**src/rtl/command_issue_control_pkg.sv**
```systemverilog
`default_nettype none
// ============================================================================
// Module      : command_issue_control_pkg
// Description : Shared types and PSL command constants for the command issue
//               stage.
// Revision    : 1.0
// ============================================================================
package command_issue_control_pkg;

    typedef enum logic [1:0] {
        CMD_RESET = 2'd0,
        CMD_LOAD  = 2'd1,
        CMD_ISSUE = 2'd2
    } cmd_issue_state;

    typedef enum logic [1:0] {
        CMD_INVALID = 2'd0,
        CMD_READ    = 2'd1,
        CMD_WRITE   = 2'd2,
        CMD_WED     = 2'd3
    } command_type;

    // Bookkeeping entry stored per tag so responses can be routed to a CU.
    typedef struct packed {
        logic [7:0]  cu_id;
        command_type cmd_type;
    } CommandTagLine;

    localparam logic [12:0] c_READ_CL_NA = 13'h0A00;
    localparam logic [12:0] c_WRITE_NA   = 13'h0D00;
    localparam logic [2:0]  c_ABT_STRICT = 3'b000;

endpackage
`default_nettype wire

```
**src/rtl/command_issue_control_if.sv**
```systemverilog
`default_nettype none
// ============================================================================
// Module      : command_issue_control_if
// Description : Request, tag, response and PSL command bus signals.
// Revision    : 1.0
// ============================================================================
interface command_issue_control_if
    import command_issue_control_pkg::*;
#(
    parameter int ADDR_WIDTH   = 64,
    parameter int CREDIT_WIDTH = 9
);
    logic                    enabled_in;
    logic [7:0]              ha_croom;
    logic                    cmd_valid;
    logic                    cmd_ready;
    logic [12:0]             cmd_command;
    logic [ADDR_WIDTH-1:0]   cmd_address;
    logic [11:0]             cmd_size;
    CommandTagLine           cmd_tag_id;
    logic                    tag_buffer_ready;
    logic [7:0]              command_tag;
    logic                    tag_command_valid;
    CommandTagLine           tag_command_id;
    logic                    response_valid;
    logic signed [8:0]       response_credits;
    logic                    ah_cvalid;
    logic [7:0]              ah_ctag;
    logic                    ah_ctagpar;
    logic [12:0]             ah_com;
    logic                    ah_compar;
    logic [ADDR_WIDTH-1:0]   ah_cea;
    logic                    ah_ceapar;
    logic [11:0]             ah_csize;
    logic [2:0]              ah_cabt;
    logic [CREDIT_WIDTH-1:0] credits_out;
    logic                    credit_overflow;

    modport master (
        output enabled_in, ha_croom, cmd_valid, cmd_command, cmd_address,
               cmd_size, cmd_tag_id, tag_buffer_ready, command_tag,
               response_valid, response_credits,
        input  cmd_ready, tag_command_valid, tag_command_id, ah_cvalid,
               ah_ctag, ah_ctagpar, ah_com, ah_compar, ah_cea, ah_ceapar,
               ah_csize, ah_cabt, credits_out, credit_overflow
    );

    modport slave (
        input  enabled_in, ha_croom, cmd_valid, cmd_command, cmd_address,
               cmd_size, cmd_tag_id, tag_buffer_ready, command_tag,
               response_valid, response_credits,
        output cmd_ready, tag_command_valid, tag_command_id, ah_cvalid,
               ah_ctag, ah_ctagpar, ah_com, ah_compar, ah_cea, ah_ceapar,
               ah_csize, ah_cabt, credits_out, credit_overflow
    );
endinterface
`default_nettype wire

```
**src/rtl/command_issue_control_parity_odd.sv**
```systemverilog
`default_nettype none
// ============================================================================
// Module      : parity_odd
// Description : Odd parity bit over a WIDTH-bit field.
// Revision    : 1.0
// ============================================================================
module parity_odd #(
    parameter int WIDTH = 8
) (
    input  wire logic [WIDTH-1:0] i_data,
    output logic                  o_parity
);
    assign o_parity = ~^i_data;
endmodule
`default_nettype wire

```
**src/rtl/command_issue_control.sv**
```systemverilog
`default_nettype none
// ============================================================================
// Module      : command_issue_control
// Description : Pairs buffered commands with free tags, gates issue on PSL
//               credits and registers the command onto the ah_c* bus.
// Revision    : 1.0
// ============================================================================
module command_issue_control
    import command_issue_control_pkg::*;
#(
    parameter int CREDIT_WIDTH = 9,
    parameter int ADDR_WIDTH   = 64
) (
    input  wire logic               clock,
    input  wire logic               rst,
    command_issue_control_if.slave  bus
);

    logic                           r_enabled;
    cmd_issue_state                 r_state;
    cmd_issue_state                 w_state_next;
    logic [7:0]                     r_croom;
    logic [7:0]                     w_croom_next;
    logic signed [CREDIT_WIDTH-1:0] r_credits;
    logic signed [CREDIT_WIDTH-1:0] w_credits_next;
    logic signed [CREDIT_WIDTH-1:0] w_credits_sum;
    logic signed [CREDIT_WIDTH-1:0] w_croom_ext;
    logic signed [CREDIT_WIDTH-1:0] w_response;
    logic                           r_overflow;
    logic                           w_overflow_next;
    logic                           w_issue;
    logic                           w_tag_par;
    logic                           w_com_par;
    logic                           w_cea_par;

    logic                           r_cvalid;
    logic [7:0]                     r_ctag;
    logic                           r_ctagpar;
    logic [12:0]                    r_com;
    logic                           r_compar;
    logic [ADDR_WIDTH-1:0]          r_cea;
    logic                           r_ceapar;
    logic [11:0]                    r_csize;

    always_ff @(posedge clock or posedge rst) begin
        if (rst) begin
            r_enabled <= 1'b0;
            r_state   <= CMD_RESET;
        end else begin
            r_enabled <= bus.enabled_in;
            r_state   <= w_state_next;
        end
    end

    always_comb begin
        w_state_next = r_state;
        if (!r_enabled) begin
            w_state_next = CMD_RESET;
        end else begin
            case (r_state)
                CMD_RESET: w_state_next = CMD_LOAD;
                CMD_LOAD:  w_state_next = CMD_ISSUE;
                CMD_ISSUE: w_state_next = CMD_ISSUE;
                default:   w_state_next = CMD_RESET;
            endcase
        end
    end

    // Gate on the registered count only; a same-cycle response cannot unblock issue.
    assign w_issue = (r_state == CMD_ISSUE) && bus.cmd_valid && bus.tag_buffer_ready &&
                     !r_credits[CREDIT_WIDTH-1] && (r_credits != '0);

    assign w_croom_ext   = $signed({{(CREDIT_WIDTH-8){1'b0}}, r_croom});
    assign w_response    = bus.response_valid ? CREDIT_WIDTH'(bus.response_credits) : '0;
    assign w_credits_sum = $signed(r_credits - CREDIT_WIDTH'(w_issue) + w_response);

    always_comb begin
        w_credits_next  = r_credits;
        w_overflow_next = r_overflow;
        w_croom_next    = r_croom;
        if (r_state == CMD_RESET || w_state_next == CMD_RESET) begin
            w_credits_next  = '0;
            w_overflow_next = 1'b0;
        end else if (r_state == CMD_LOAD) begin
            w_croom_next   = bus.ha_croom;
            w_credits_next = $signed({{(CREDIT_WIDTH-8){1'b0}}, bus.ha_croom});
        end else if (w_credits_sum > w_croom_ext) begin
            w_credits_next  = w_croom_ext;
            w_overflow_next = 1'b1;
        end else if (w_credits_sum < $signed(CREDIT_WIDTH'(0))) begin
            w_credits_next  = '0;
            w_overflow_next = 1'b1;
        end else begin
            w_credits_next = w_credits_sum;
        end
    end

    always_ff @(posedge clock or posedge rst) begin
        if (rst) begin
            r_croom    <= '0;
            r_credits  <= '0;
            r_overflow <= 1'b0;
        end else begin
            r_croom    <= w_croom_next;
            r_credits  <= w_credits_next;
            r_overflow <= w_overflow_next;
        end
    end

    parity_odd #(.WIDTH(8))          u_tag_par (.i_data(bus.command_tag), .o_parity(w_tag_par));
    parity_odd #(.WIDTH(13))         u_com_par (.i_data(bus.cmd_command), .o_parity(w_com_par));
    parity_odd #(.WIDTH(ADDR_WIDTH)) u_cea_par (.i_data(bus.cmd_address), .o_parity(w_cea_par));

    always_ff @(posedge clock or posedge rst) begin
        if (rst) begin
            r_cvalid  <= 1'b0;
            r_ctag    <= '0;
            r_ctagpar <= 1'b0;
            r_com     <= '0;
            r_compar  <= 1'b0;
            r_cea     <= '0;
            r_ceapar  <= 1'b0;
            r_csize   <= '0;
        end else begin
            r_cvalid <= w_issue;
            if (w_issue) begin
                r_ctag    <= bus.command_tag;
                r_ctagpar <= w_tag_par;
                r_com     <= bus.cmd_command;
                r_compar  <= w_com_par;
                r_cea     <= bus.cmd_address;
                r_ceapar  <= w_cea_par;
                r_csize   <= bus.cmd_size;
            end
        end
    end

    assign bus.cmd_ready         = w_issue;
    assign bus.tag_command_valid = w_issue;
    assign bus.tag_command_id    = bus.cmd_tag_id;
    assign bus.ah_cvalid         = r_cvalid;
    assign bus.ah_ctag           = r_ctag;
    assign bus.ah_ctagpar        = r_ctagpar;
    assign bus.ah_com            = r_com;
    assign bus.ah_compar         = r_compar;
    assign bus.ah_cea            = r_cea;
    assign bus.ah_ceapar         = r_ceapar;
    assign bus.ah_csize          = r_csize;
    assign bus.ah_cabt           = c_ABT_STRICT;
    assign bus.credits_out       = r_credits;
    assign bus.credit_overflow   = r_overflow;

endmodule
`default_nettype wire

```
**src/flat_wrapper.sv**
```systemverilog
// flat-port wrapper written by rule: the top's interface ports become plain ports
module command_issue_control_flat import command_issue_control_pkg::*;
#(
    parameter int CREDIT_WIDTH = 9,
    parameter int ADDR_WIDTH   = 64
)
  (clock, rst, bus_enabled_in, bus_ha_croom, bus_cmd_valid, bus_cmd_command, bus_cmd_address, bus_cmd_size, bus_cmd_tag_id, bus_tag_buffer_ready, bus_command_tag, bus_response_valid, bus_response_credits, bus_cmd_ready, bus_tag_command_valid, bus_tag_command_id, bus_ah_cvalid, bus_ah_ctag, bus_ah_ctagpar, bus_ah_com, bus_ah_compar, bus_ah_cea, bus_ah_ceapar, bus_ah_csize, bus_ah_cabt, bus_credits_out, bus_credit_overflow);
  command_issue_control_if #(.ADDR_WIDTH(ADDR_WIDTH), .CREDIT_WIDTH(CREDIT_WIDTH)) bus_i ();
  input  wire logic clock;
  input  wire logic rst;
  input wire logic [$bits(bus_i.enabled_in)-1:0] bus_enabled_in;
  input wire logic [$bits(bus_i.ha_croom)-1:0] bus_ha_croom;
  input wire logic [$bits(bus_i.cmd_valid)-1:0] bus_cmd_valid;
  input wire logic [$bits(bus_i.cmd_command)-1:0] bus_cmd_command;
  input wire logic [$bits(bus_i.cmd_address)-1:0] bus_cmd_address;
  input wire logic [$bits(bus_i.cmd_size)-1:0] bus_cmd_size;
  input wire logic [$bits(bus_i.cmd_tag_id)-1:0] bus_cmd_tag_id;
  input wire logic [$bits(bus_i.tag_buffer_ready)-1:0] bus_tag_buffer_ready;
  input wire logic [$bits(bus_i.command_tag)-1:0] bus_command_tag;
  input wire logic [$bits(bus_i.response_valid)-1:0] bus_response_valid;
  input wire logic [$bits(bus_i.response_credits)-1:0] bus_response_credits;
  output wire logic [$bits(bus_i.cmd_ready)-1:0] bus_cmd_ready;
  output wire logic [$bits(bus_i.tag_command_valid)-1:0] bus_tag_command_valid;
  output wire logic [$bits(bus_i.tag_command_id)-1:0] bus_tag_command_id;
  output wire logic [$bits(bus_i.ah_cvalid)-1:0] bus_ah_cvalid;
  output wire logic [$bits(bus_i.ah_ctag)-1:0] bus_ah_ctag;
  output wire logic [$bits(bus_i.ah_ctagpar)-1:0] bus_ah_ctagpar;
  output wire logic [$bits(bus_i.ah_com)-1:0] bus_ah_com;
  output wire logic [$bits(bus_i.ah_compar)-1:0] bus_ah_compar;
  output wire logic [$bits(bus_i.ah_cea)-1:0] bus_ah_cea;
  output wire logic [$bits(bus_i.ah_ceapar)-1:0] bus_ah_ceapar;
  output wire logic [$bits(bus_i.ah_csize)-1:0] bus_ah_csize;
  output wire logic [$bits(bus_i.ah_cabt)-1:0] bus_ah_cabt;
  output wire logic [$bits(bus_i.credits_out)-1:0] bus_credits_out;
  output wire logic [$bits(bus_i.credit_overflow)-1:0] bus_credit_overflow;
  assign bus_i.enabled_in = bus_enabled_in;
  assign bus_i.ha_croom = bus_ha_croom;
  assign bus_i.cmd_valid = bus_cmd_valid;
  assign bus_i.cmd_command = bus_cmd_command;
  assign bus_i.cmd_address = bus_cmd_address;
  assign bus_i.cmd_size = bus_cmd_size;
  assign bus_i.cmd_tag_id = bus_cmd_tag_id;
  assign bus_i.tag_buffer_ready = bus_tag_buffer_ready;
  assign bus_i.command_tag = bus_command_tag;
  assign bus_i.response_valid = bus_response_valid;
  assign bus_i.response_credits = bus_response_credits;
  assign bus_cmd_ready = bus_i.cmd_ready;
  assign bus_tag_command_valid = bus_i.tag_command_valid;
  assign bus_tag_command_id = bus_i.tag_command_id;
  assign bus_ah_cvalid = bus_i.ah_cvalid;
  assign bus_ah_ctag = bus_i.ah_ctag;
  assign bus_ah_ctagpar = bus_i.ah_ctagpar;
  assign bus_ah_com = bus_i.ah_com;
  assign bus_ah_compar = bus_i.ah_compar;
  assign bus_ah_cea = bus_i.ah_cea;
  assign bus_ah_ceapar = bus_i.ah_ceapar;
  assign bus_ah_csize = bus_i.ah_csize;
  assign bus_ah_cabt = bus_i.ah_cabt;
  assign bus_credits_out = bus_i.credits_out;
  assign bus_credit_overflow = bus_i.credit_overflow;
  command_issue_control #(.CREDIT_WIDTH(CREDIT_WIDTH), .ADDR_WIDTH(ADDR_WIDTH)) u_core (.clock(clock), .rst(rst), .bus(bus_i));
endmodule
```
**config.mk**
```make
export PLATFORM = sky130hd
export DESIGN_NAME = command_issue_control_flat
export DESIGN_NICKNAME = d
export VERILOG_FILES = /design/src/rtl/command_issue_control_pkg.sv /design/src/rtl/command_issue_control_if.sv /design/src/rtl/command_issue_control_parity_odd.sv /design/src/rtl/command_issue_control.sv /design/src/flat_wrapper.sv
export SDC_FILE = /design/constraint.sdc
export NUM_CORES = 1
export LEC_CHECK = 0
export ABC_AREA = 1
export ABC_CLOCK_PERIOD_IN_PS = 5100
export BUFFER_PORTS_ARGS = -buffer_cell sky130_fd_sc_hd__buf_2
export CAP_MARGIN = 10
export CORE_MARGIN = 2
export CORE_UTILIZATION = 53
export CTS_BUF_LIST = sky130_fd_sc_hd__clkbuf_8
export DETAILED_ROUTE_END_ITERATION = 10
export PLACE_DENSITY = 0.83
export SLEW_MARGIN = 20
export SYNTH_ARGS = -nofsm -noshare
export SYNTH_HDL_FRONTEND = slang
export SYNTH_HIERARCHICAL = 1
export SYNTH_SLANG_ARGS = --single-unit
```
**constraint.sdc**
```tcl
create_clock -name clock -period 5.1 [get_ports clock]
set_input_delay 0.255 -clock clock [delete_from_list [all_inputs] [get_ports clock]]
set_output_delay 0.255 -clock clock [all_outputs]
set_load 0.005 [all_outputs]
```
; ---- Yosys cells after proc, flatten, opt, wreduce, memory -nomap -nowiden
; Index checks and enable logic that the tools add are counted.
; W data, S select, Z words.
[word_totals]
elab_cells = 48
out_inout_bits = 126
ff_bits = 122
input_bits = 130
[op_classes]
n_bitwise = 1
n_mux = 11
addsub = 2
magnitude_cmp = 2
reduce_logical = 16
n_eq_ne = 3
[ops]
columns = op, count
row1 = $reduce_xnor A64 Y1, 1
row2 = $mux W9, 5
row3 = $reduce_xnor A13 Y1, 1
row4 = $add A9 B9 Y9, 1
row5 = $gt A9 B9 Y1, 1
row6 = $lt A9 B1 Y1 const B, 1
row7 = $reduce_bool A9 Y1, 1
row8 = $sub A9 B1 Y9, 1
row9 = $reduce_xnor A8 Y1, 1
row10 = $logic_and A1 B1 Y1, 4
row11 = $logic_not A2 Y1, 2
row12 = $mux W1, 4
row13 = $pmux W2 S2, 1
row14 = $reduce_and A2 Y1, 2
row15 = $reduce_bool A3 Y1, 1
row16 = $eq A2 B1 Y1 const B, 1
row17 = $eq A2 B2 Y1 const B, 1
row18 = $mux W2, 1
row19 = $ne A2 B1 Y1 const B, 1
row20 = $reduce_or A2 Y1, 1
row21 = $logic_not A1 Y1, 1
row22 = $logic_or A1 B1 Y1, 1
row23 = $not A1 Y1, 1

; ---- Longest topological paths before layout
[logic_depth]
word_depth = 12
mapped_depth = 30
mapped_depth_nobuf = 29

; ---- By module
; Netlist, hierarchy kept.
[modules_own_cells]
columns = mod, cells_each, n_inst, seq_area_each_um2, area_per_inst_um2
row1 = command_issue_control, 707, 1, 3027.9, 5728.0
row2 = parity_odd (u_core.u_cea_par), 386, 1, 0.0, 1580.3
row3 = parity_odd (u_core.u_com_par), 79, 1, 0.0, 311.5
row4 = parity_odd (u_core.u_tag_par), 37, 1, 0.0, 145.1

; ---- Worst setup path before layout
; No wires, ideal clock.
[synth_path]
kind = register to register
from = register u_core.r_state[0]
to = register u_core.r_credits[1] (netlist: u_core/bus.credits_out[1])
path_buffers = 1
period_less_slack_ps = 3774
required_ps = 5034
stages_incl_launch_ff = 26
arrival_ps = 3708
setup_time_ps = 66
path_slack_ps = 1326
cell_sequence = dfrtp_1 inv_1 ha_1 and3_1 nand2_1 inv_1 clkbuf_1 ha_1 inv_1 ha_1 inv_1 fa_1 inv_1 nand3_2 nand2_4 xnor2_1 inv_1 ha_1 nand2_1 nor4_1 a21oi_4 nand2_4 nand2_1 nand2_1 nand2_1 nand2_1
[synth_between]
elab_chain_cells = 12
word_cells_on_any_way = 20
classes_between = add/sub (2) / order compare (2) / eq/ne (2) / mux (6) / reduce/logical (8)
[synth_rtl]
columns = element, line
row1 = start: declaration, command_issue_control.sv:20  ; cmd_issue_state r_state;
row2 = start signal: assignment, command_issue_control.sv:51  ; r_state <= w_state_next;
row3 = $eq A2 B2 Y1 *, command_issue_control.sv:70  ; assign w_issue = (r_state == CMD_ISSUE) && bus.cmd_valid && bus.tag_buffer_ready &&
row4 = $logic_and A1 B1 Y1 * (3 in a row), command_issue_control.sv:70
row5 = $logic_and A1 B1 Y1 *, command_issue_control.sv:71  ; !r_credits[CREDIT_WIDTH-1] && (r_credits != '0);
row6 = via bus_cmd_ready, flat_wrapper.sv:22  ; output wire logic [$bits(bus_i.cmd_ready)-1:0] bus_cmd_ready;
row7 = $sub A9 B1 Y9 *, command_issue_control.sv:75  ; assign w_credits_sum = $signed(r_credits - CREDIT_WIDTH'(w_issue) + w_response);
row8 = $add A9 B9 Y9 *, command_issue_control.sv:75
row9 = $lt A9 B1 Y1, command_issue_control.sv:90  ; end else if (w_credits_sum < $signed(CREDIT_WIDTH'(0))) begin
row10 = $mux W9, command_issue_control.sv:90
row11 = $mux W9 *, command_issue_control.sv:87  ; end else if (w_credits_sum > w_croom_ext) begin
row12 = $mux W9 *, command_issue_control.sv:84  ; end else if (r_state == CMD_LOAD) begin
row13 = $mux W9 *, command_issue_control.sv:81  ; if (r_state == CMD_RESET || w_state_next == CMD_RESET) begin
row14 = via u_core.w_credits_next[1], command_issue_control.sv:25  ; logic signed [CREDIT_WIDTH-1:0] w_credits_next;
row15 = end signal: assignment, command_issue_control.sv:105  ; r_credits <= w_credits_next;
row16 = end: declaration, command_issue_control.sv:24  ; logic signed [CREDIT_WIDTH-1:0] r_credits;
; The timed path passes the listed nets; every way through them passes the cells marked *.
; A chain may end at the register's enable or synchronous reset.

; ---- Worst setup path in the final report
[layout_path]
from = register u_core.r_credits[7] (netlist: u_core/bus.credits_out[7])
to = register u_core.r_credits[7] (netlist: u_core/bus.credits_out[7])
[layout_between]
elab_chain_cells = 9
word_cells_on_any_way = 10
classes_between = add/sub (2) / order compare (2) / mux (4) / reduce/logical (2)
[layout_rtl]
columns = element, line
row1 = $reduce_bool A9 Y1, command_issue_control.sv:71
row2 = $logic_and A1 B1 Y1, command_issue_control.sv:71
row3 = $sub A9 B1 Y9 *, command_issue_control.sv:75
row4 = $add A9 B9 Y9 *, command_issue_control.sv:75
row5 = $lt A9 B1 Y1, command_issue_control.sv:90
row6 = $mux W9, command_issue_control.sv:90
row7 = $mux W9 *, command_issue_control.sv:87
row8 = $mux W9 *, command_issue_control.sv:84
row9 = $mux W9 *, command_issue_control.sv:81
row10 = via u_core.w_credits_next[7], command_issue_control.sv:25
; Marked as above.

==> metrics.md <==
| Metric | Value |
|---|---|
| Status | finished, final reports clean |
| Post-Layout Cell Count | 1638 |
| Post-synth top area cell | dfrtp_1 |
| Crit path kind | reg2reg |
| Core area | 14400 um^2 |
| Synthesized area | around 7800 um^2 |
| I/O pins | ~260 |
| Fmax | 259 MHz |
| Clock Latency Late Sink | roughly 440 ps |
| CTS clk-pin slew, worst paths | 70 ps |
| CP dominant cell by count | nand2_1 |
| RSZ-0062 raised after global routing | no |
| GRT met1 Usage | ~31% |
| Total clock sinks | 121 |
| H-tree levels | 4 |
| Multi-input logic area | slightly below 4000 um^2 |
| Site Rows | 44 |
| Largest net degree at the start of global routing | between 100 and 150 |
| Layout cell share with drive strength beyond 1 | between 20% and 30% |
| Synth Register Bits | about 120 |
| Initial antenna violation count | 1 |
| TritonRoute pass-1 iters | 5 |
| Vias in the first global route | about 7400 |
| CTS tree | yes |
| Critical Path, Cell by Cell | nor4_1 > nand3_1 > nand2_4 > clkinv_2 > ha_1 > inv_1 > ha_1 > inv_1 > fa_1 > inv_1 > nand3_2 > nand2_4 > xnor2_1 > inv_1 > ha_1 > nand2_1 > nor4_1 > a21oi_4 > nand2_4 > nand2_1 > nand2_1 > nand2_1 > nand2_1 |
| Reg2reg path depth | 23 |
| Final hold vios | 0 |
| Mapped Avg Cell Area | around 6.4 um^2 |
| HP Class | in2reg |
| Routed WL per cell | 12.1 um |
| Vias per cell | roughly 4.8 |
| Met3 Usage GRT | 7.10% |
| WL final | around 20 mm |
| Nets | between 1500 and 2000 |
| Setup TNS | 0 ps |
| Worst slew margin relative to its limit | between 20% and 30% |
| CP max-delay cell | nor4_1 |
| Synth cell types | 30 |
| Final slew viol count | 0 |
| Post-synthesis sequential area ratio | 39.0% |
| Final ANT Viol Nets | 0 |
| Syn-to-layout area delta | 22.3% |
| Vias | around 7800 |
| Buffers on Ports | between 200 and 250 |
| Initial Util | 53.8% |
| Leakage | 6.35 nW |
| Synth warn | 6 |
| FF/Latch Area | ~3000 um^2 |
| Fill cell total of the finished layout | 1317 |
| CP required | 5470 ps |
| Peak VDD IR | ~0.18 mV |
| Crit path max fanout | 9 |
| Crit path time final | 3860 ps |
| Hold path depth | 3 |
| Synth Instances | approximately 1200 |
| Crit end category | flop |
| Cells resized by post-CTS repair | 0 |
| Clock Tree Buf Depth | 2 |
| Post-DP Area | roughly 9000 um^2 |
| DP HPWL | about 15 mm |
| DRT iter0 DRCs | 348 |
| Clk root buf | clkbuf_8 |
| Final Cycle Share | 75.6% |
| Worst-Margin Slew | 1090 ps |
| DRC | 0 |
| Most frequent cell after synthesis | nand2_1 |
| Maxcap violations | 0 |
| Count of final setup violators | 0 |
| Synth top area share | approximately two fifths |
| Grt peak-use layer | met2 |
| Remaining Overflow, GRT | 0 |
| RD Place Congestion | between 0.8 and 0.9 |
| DP Worst Slack | around 1200 ps |
| Delay of the slowest critical-path stage | around 470 ps |
| Worst path arrival time | around 4200 ps |
| Number of synthesized flops with an enable pin | 0 |
| Die area | approximately 16000 um^2 |
| First-pass GRT wire length | roughly 33 mm |
| Most instantiated cells after synthesis | nand2_1 (759), inv_1 (135), dfrtp_1 (121) |
| Startpoint types | flop |
| Skew final | between 10 and 15 ps |
| Die Wd | about 130 um |
| Top cells by area, synth | dfrtp_1 (39%), nand2_1 (37%), inv_1 (6.5%) |
| Die Y | between 100 and 150 um |
| Gr usage total | roughly 26% |
| Cell area after layout | around 9500 um^2 |
| Placed cell count | 1592 |
| Final setup margin | 1240 ps |
| Pwr dens | between 300 and 400 nW/um^2 |
| Inserted Clock Buffers | 17 |
| Top_reg_cell synth | dfrtp_1 |
| Async S/R FF share, synth | between 90% and 100% |
| Met2 usage | approximately 45% |
[per-stage QoR]
step	power (mW)	hold WS [ps]	util (%)
floorplan	2.13	286	-
global placement	2.55	364	62.3
detailed placement	2.60	366	62.3
CTS	3.46	0.954	65.7
global route	3.72	15.8	65.8
finish	3.44	37.9	65.8
[worst max-delay path, delay by kind of cell, from the launching register on]
kind,cells,cell delay (ps)
and+or+nand+nor,12,1640
buffers and inverters,5,330
adders and majority gates,4,1160
DFF,1,400
AOI/OAI and AO/OA,1,130
xor gates and xnor gates,1,140
[placed cells by master (no fill, tap or decap), types with 2 or more instances in the layout]
master         Yosys  final
clkinv_2           0      5
dlygate4sd3_1      0     13
buf_4             15      4
clkinvlp_4         0      5
nor2_2             4      4
inv_2             13     13
a21oi_1            3      3
nand3_2            2      2
ha_1              27     27
a21oi_4            2      2
xnor2_1           12     12
xnor2_2            3      3
nand3_1           28     28
o21ai_0            9      9
dfrtp_1          121    121
nand2_4            3      4
nand4_1            3      3
nand2_1          759    758
inv_1            135    135
bufinv_16          0      2
clkbuf_8           0     18
conb_1             1      4
nand2_2           13     13
buf_2             11    231
nor2_1            17     17
xor2_1             7      7
nor4_1             2      2
[kinds of logic (layout without fill, tap and decap cells)]
family                   Yosys count  count (layout)  share of synthesized area (%)
AND/OR/NAND/NOR                  833             833                           41.9
adder cells (fa/ha/maj)           28              28                           4.61
flip-flops                       121             121                           39.0
buffers and inverters            187             428                           10.0
XOR/XNOR                          23              23                           2.98
AO/OA/AOI/OAI                     16              16                           1.40
other                              1               5                         0.0483
[state kept, by name, summed over array words and instances (netlist names)]
| name | count |
|---|---|
| u_core/bus.ah_cea | 64 |
| u_core/bus.ah_com | 13 |
| u_core/bus.ah_csize | 12 |
| u_core/bus.ah_ctag | 8 |
| u_core/bus.credits_out | 8 |
| u_core/r_croom | 8 |
| u_core/r_state | 2 |
| u_core/bus.ah_ceapar | 1 |
| u_core/bus.ah_compar | 1 |
| u_core/bus.ah_ctagpar | 1 |
| u_core/bus.ah_cvalid | 1 |
| u_core/bus.credit_overflow | 1 |
| u_core/r_enabled | 1 |
[final timing paths]
kind	slack (ps)	endpoint	start
setup / recovery	1240	u_core/bus.credits_out[7]$_DFF_PP0_	u_core/bus.credits_out[7]$_DFF_PP0_
hold / removal	40	u_core/bus.credits_out[6]$_DFF_PP0_	bus_ha_croom[6]
setup reg to reg	1240	u_core/bus.credits_out[7]$_DFF_PP0_	u_core/bus.credits_out[7]$_DFF_PP0_
hold reg to reg	460	u_core/r_state[0]$_DFF_PP0_	u_core/r_enabled$_DFF_PP0_
max in group asynchronous	3610	u_core/bus.ah_cea[51]$_DFFE_PP0P_	rst
min in group asynchronous	530	u_core/bus.ah_cea[23]$_DFFE_PP0P_	rst
[area by class of cell]
cell class              instances  area share, %
repair buffers                248           13.9
diodes                          1         0.0264
multi-input cells             904           41.9
clock buffers                  18           2.61
inverters                     148           5.92
flip-flops and latches        121           31.9
well taps                     184           2.42
clock inverters                14           1.41
[per-layer routing]
metal,up-vias,wire length [um]
met5,-,0
met4,0,375
met3,27,1380
met2,234,9800
met1,3543,8290
li1,4007,-
[where the power goes]
group	switching [mW]	leakage [nW]	internal (mW)	total, mW
logic	0.752	4.54	0.516	1.27
registers	0.136	1.62	1.20	1.33
clock network	0.400	0.189	0.439	0.839
total	1.29	6.35	2.15	3.44
[repair_timing]
action	4_1_cts	5_1_grt
setup endpoints to repair	0	0
hold endpoints to repair	11	2
buffers inserted	0	0
hold buffers	11	2
Note: power is estimated with default switching activity, not from simulation.
